**src/rtl/pdm_cic_decimator.sv**
```systemverilog
// PDM microphone front-end: mic clock generation, per-edge channel sampling and a
// 2nd-order CIC decimator per channel producing signed PCM samples.
module pdm_cic_decimator #(
  parameter int unsigned CLK_DIV = 32,
  parameter int unsigned DECIM   = 64,
  parameter int unsigned NUM_CH  = 1,
  parameter int unsigned OUT_W   = 16
) (
  input  logic                    clk_in,
  input  logic                    rst_in,
  input  logic                    en_in,
  input  logic                    mic_data_in,
  output logic                    mic_clk_out,
  output logic                    sample_valid_out,
  output logic signed [OUT_W-1:0] left_out,
  output logic signed [OUT_W-1:0] right_out
);

  localparam int unsigned LogD = $clog2(DECIM);
  localparam int unsigned W    = 2 * LogD + 2;
  localparam int unsigned CntW = $clog2(CLK_DIV);

  localparam logic [CntW-1:0] CntLast  = CntW'(CLK_DIV - 1);
  localparam logic [CntW-1:0] CntHalf  = CntW'(CLK_DIV / 2);
  localparam logic [CntW-1:0] CntRight = CntW'(CLK_DIV / 2 - 1);
  localparam logic [LogD-1:0] DecLast  = LogD'(DECIM - 1);

  logic [CntW-1:0]         cnt_q;
  logic                    r_arm_q;
  logic [1:0]              tick;
  logic [1:0]              dump_q;
  logic [LogD-1:0]         dcnt_q [2];
  logic signed [W-1:0]     i1_q   [2];
  logic signed [W-1:0]     i2_q   [2];
  logic signed [W-1:0]     d1_q   [2];
  logic signed [W-1:0]     d2_q   [2];
  logic signed [W-1:0]     c1     [2];
  logic signed [W-1:0]     c2     [2];
  logic signed [W-1:0]     x;
  logic signed [OUT_W-1:0] left_hold_q;

  // Appending OUT_W zeros then taking the top OUT_W bits covers both truncation
  // (W >= OUT_W) and left shift (W < OUT_W) without width-dependent branches.
  function automatic logic signed [OUT_W-1:0] scale(input logic signed [W-1:0] v);
    logic [W+OUT_W-1:0] ext;
    ext = {v, {OUT_W{1'b0}}};
    return ext[W+OUT_W-1 -: OUT_W];
  endfunction

  always_comb begin
    x = mic_data_in ? {{(W-1){1'b0}}, 1'b1} : {W{1'b1}};
    tick[0] = en_in && (cnt_q == CntLast);
    // Right channel is armed by the first left tick so its dump trails the left dump.
    tick[1] = (NUM_CH == 2) && en_in && r_arm_q && (cnt_q == CntRight);
    for (int ch = 0; ch < 2; ch++) begin
      c1[ch] = i2_q[ch] - d1_q[ch];
      c2[ch] = c1[ch] - d2_q[ch];
    end
  end

  always_ff @(posedge clk_in) begin
    if (!rst_in || !en_in) begin
      cnt_q            <= '0;
      r_arm_q          <= 1'b0;
      dump_q           <= '0;
      mic_clk_out      <= 1'b0;
      sample_valid_out <= 1'b0;
      left_out         <= '0;
      right_out        <= '0;
      left_hold_q      <= '0;
      for (int ch = 0; ch < 2; ch++) begin
        dcnt_q[ch] <= '0;
        i1_q[ch]   <= '0;
        i2_q[ch]   <= '0;
        d1_q[ch]   <= '0;
        d2_q[ch]   <= '0;
      end
    end else begin
      cnt_q       <= (cnt_q == CntLast) ? '0 : cnt_q + CntW'(1);
      mic_clk_out <= (cnt_q < CntHalf);
      if (tick[0]) r_arm_q <= 1'b1;

      for (int ch = 0; ch < 2; ch++) begin
        dump_q[ch] <= tick[ch] && (dcnt_q[ch] == DecLast);
        if (tick[ch]) begin
          i1_q[ch]   <= i1_q[ch] + x;
          i2_q[ch]   <= i2_q[ch] + i1_q[ch];
          dcnt_q[ch] <= dcnt_q[ch] + LogD'(1);
        end
        if (dump_q[ch]) begin
          d1_q[ch] <= i2_q[ch];
          d2_q[ch] <= c1[ch];
        end
      end

      sample_valid_out <= 1'b0;
      if (NUM_CH == 2) begin
        if (dump_q[0]) left_hold_q <= scale(c2[0]);
        if (dump_q[1]) begin
          left_out         <= left_hold_q;
          right_out        <= scale(c2[1]);
          sample_valid_out <= 1'b1;
        end
      end else if (dump_q[0]) begin
        left_out         <= scale(c2[0]);
        sample_valid_out <= 1'b1;
      end
    end
  end

endmodule
```
**config.mk**
```make
export PLATFORM = sky130hd
export DESIGN_NAME = pdm_cic_decimator
export DESIGN_NICKNAME = d
export VERILOG_FILES = /design/src/rtl/pdm_cic_decimator.sv
export SDC_FILE = /design/constraint.sdc
export NUM_CORES = 1
export LEC_CHECK = 0
export CAP_MARGIN = 20
export CELL_PAD_IN_SITES_DETAIL_PLACEMENT = 2
export CELL_PAD_IN_SITES_GLOBAL_PLACEMENT = 2
export CORE_UTILIZATION = 39
export DETAILED_ROUTE_END_ITERATION = 7
export PLACE_DENSITY = 0.9
export SYNTH_ARGS = -nofsm -noshare
export SYNTH_HDL_FRONTEND = slang
export SYNTH_SLANG_ARGS = --single-unit
```
**constraint.sdc**
```tcl
create_clock -name clk_in -period 4.6 [get_ports clk_in]
set_input_delay 0.92 -clock clk_in [delete_from_list [all_inputs] [get_ports clk_in]]
set_output_delay 0.92 -clock clk_in [all_outputs]
set_load 0.03 [all_outputs]
```
==> results.cfg <==
[critical_path]
cpPeakStageDelay_ns = 0.42
rrSetupSlack_ns = 0.73
crit_top_cell = a21oi_1
rr_worst_depth = 17
endpoint_kind = flip-flop
critPathMaxFanout = 4
r2r-start = i2_q[0][0]
crit_slowest_cell = fa_1
critPathLaunchType = flip-flop
worstPathArrival_ns = 4.12
critical_path_class = reg -> reg
r2r-end = left_out[15]
required_ns = 4.85
crit_chain = inv_1, ha_1, inv_1, fa_1, a21o_1, a21oi_1, a21oi_1, nor2_1, xnor2_1, ha_1, a21o_1, a31oi_1, a21oi_1, a31oi_1, a21oi_1, xnor3_1, a22o_1
crit_start = i2_q[0][0]

[floorplan]
rows = 43
fp.dieW_um = 121
pin_count = 38
core_um2 = 13800
die_h_um = 121
design.die.area_um2 = 14600
start_util_pct = 39.8

[finish]
drive_above_1_share_pct = 4.51
finalNetCount = 634
n_antenna_cell = 0
stdcell_area_um2 = 6160
fillCellCount = 1461
final_common_cell = edfxtp_1
mostFrequentLayoutCells = edfxtp_1 (62), nor2_1 (54), ha_1 (54)
stdcell_count = 757
syn2layout_area_growth_pct = 12.0

[run]
drv_cap = 0

[clock_network]
cts.path.max_buffers = 2
cts_tree = yes
post_cts_resized = 0
cts_setup_buffers = 0
ctsRootBufferMaster = clkbuf_16
hold_buffers = 0
h-tree-depth = 3
clk_pin_slew_ns = 0.06
cts_buffers = 9
clk_latency_ns = 0.36
cts_num_sinks = 84

[detailed_routing]
drtAntennaViolNets = 0
vias_per_cell = 5.36
route.detailed.drc = 0
dr_total_vias = 4061
wl_per_cell_um = 18.0
drt_pass1_iterations = 4
wirelength_um = 13700
drt_iter0_markers = 136

[logic_synthesis]
netlist_area_um2 = 5500
synth_seq_area_share_pct = 41.9
synth_edf_count = 62
syn_avg_cell_area_um2 = 9.98
synth_cell_type_count = 55
ys_warn_count = 0
synth_top_flop_cell = edfxtp_1
synth_seq_cells = 84
synthCells = 551
async_flop_share_pct = 0

[placement]
dp_cells = 740
dp_hpwl_um = 10200
io_buffers = 19
post_dp_cell_area_um2 = 5820
gp_congestion = 0.781

[grt]
grt_pass1_wl_um = 22500
grt_max_degree = 40
first_global_vias = 4632
top_usage_layer = met2
antenna_found_initial = 0
met3_usage_pct = 4.58
use_met1_pct = 21.6
grt.total_usage_pct = 20.1
overflow = 0
met2_usage_pct = 38.2

[timing]
max_slew_margin_pct = 32.4
fin_skew_ns = 0.00925
final-setup-viol-count = 0
fmax_ghz = 0.258
min_period_over_period_pct = 84.1
hold_viol_final = 0
totalNegativeSetupSlack_ns = 0
rsz0062_at_grt = false
tightest_slew_ns = 1.01
fin_crit_ns = 3.87
drv_slew = 0

[pwr]
total_leakage_power_nw = 2.57
peakVddDrop_v = 0.000174
power_density_nw_per_um2 = 337

[worst_hold_path]
hold_depth = 1
min_from = cnt_q[4]
hold_path_class = reg -> reg
min_to = mic_clk_out

[status]
status = finished clean
power by group:
part	internal [mW]	switching (mW)	total [mW]
registers	0.835	0.0169	0.852
logic	0.182	0.277	0.459
clock network	0.451	0.313	0.764
synthesized netlist by cell type, drive strengths merged (6+ instances only):
| cell | instances | share of area (%) |
|---|---|---|
| and3 | 6 | 0.68 |
| ha | 54 | 12 |
| o21a | 7 | 0.96 |
| and2 | 30 | 3.4 |
| nand4 | 6 | 0.68 |
| a21oi | 39 | 3.7 |
| nor2 | 54 | 3.7 |
| nand2 | 18 | 1.2 |
| buf | 20 | 2.6 |
| a21o | 19 | 2.6 |
| clkbuf | 9 | 0.61 |
| o21ai | 19 | 1.7 |
| inv | 45 | 3.1 |
| nor3 | 9 | 0.82 |
| nand3 | 10 | 0.91 |
| mux2i | 8 | 1.5 |
| edfxtp | 62 | 34 |
| dfxtp | 22 | 8.0 |
| nor2b | 6 | 0.68 |
| xnor2 | 21 | 3.3 |
| nand2b | 6 | 0.68 |
| xor2 | 19 | 3.0 |
cells by family after synthesis:
| logic type | count (synthesis) | synth area share, % |
|---|---|---|
| XOR/XNOR | 41 | 6.78 |
| adder cells (fa/ha/maj) | 58 | 13.7 |
| AO/OA/AOI/OAI | 121 | 14.6 |
| AND/OR/NAND/NOR | 164 | 15.2 |
| multiplexers | 8 | 1.46 |
| flip-flops | 84 | 41.9 |
| other | 1 | 0.0682 |
| buffers and inverters | 74 | 6.28 |
per-layer routing:
| metal | up-vias | share of wire (%) |
|---|---|---|
| met1 | 2038 | 42 |
| li1 | 1958 | - |
| met3 | 13 | 2.4 |
| met2 | 52 | 54 |
| met5 | - | 0 |
| met4 | 0 | 1.5 |
per-stage QoR:
step | worst slack (ns) | hold slack [ns] | power (mW) | util (%)
6_report | 0.730 | 0.436 | 2.08 | 44.5
5_1_grt | 0.438 | 0.454 | 2.17 | 44.5
4_1_cts | 0.718 | 0.442 | 2.09 | 44.3
3_5_place_dp | 0.696 | 0.432 | 1.32 | 42.1
3_3_place_gp | 0.876 | 0.408 | 1.27 | 42.1
2_1_floorplan | 1.29 | 0.399 | 1.22 | -
worst max path at each step:
stage / end / slack [ns]
floorplan: left_out[14] / 1.29
global placement: i1_q[0][13] / 0.88
detailed placement: i1_q[0][13] / 0.70
global route: left_out[14] / 0.44
finish: left_out[15] / 0.73
CTS: left_out[14] / 0.72
critical path, delay by kind of cell, from the launching register on:
family          cells  cell delay [ns]
simple gates        1             0.13
xor+xnor            2             0.35
buf+inv             2             0.17
flops               1             0.41
compound gates      9             1.73
fa+ha+maj           3             0.97
registers in the layout (all words and copies together) (netlist names):
| signal | cells |
|---|---|
| sample_valid_out | 1 |
| left_out | 14 |
| d1_q | 14 |
| dcnt_q | 6 |
| dump_q | 1 |
| d2_q | 14 |
| i1_q | 14 |
| cnt_q | 5 |
| mic_clk_out | 1 |
| i2_q | 14 |
area by class of cell:
class | count | area, µm² | share of cell area [%]
Multi-Input combinational cell | 410 | 2920 | 47.4
Inverter | 45 | 169 | 2.74
Tap cell | 180 | 225 | 3.66
Sequential cell | 84 | 2300 | 37.4
Clock buffer | 11 | 253 | 4.10
Timing Repair Buffer | 22 | 233 | 3.78
Clock inverter | 5 | 58.8 | 0.955
(Power assumes the default switching activity.)
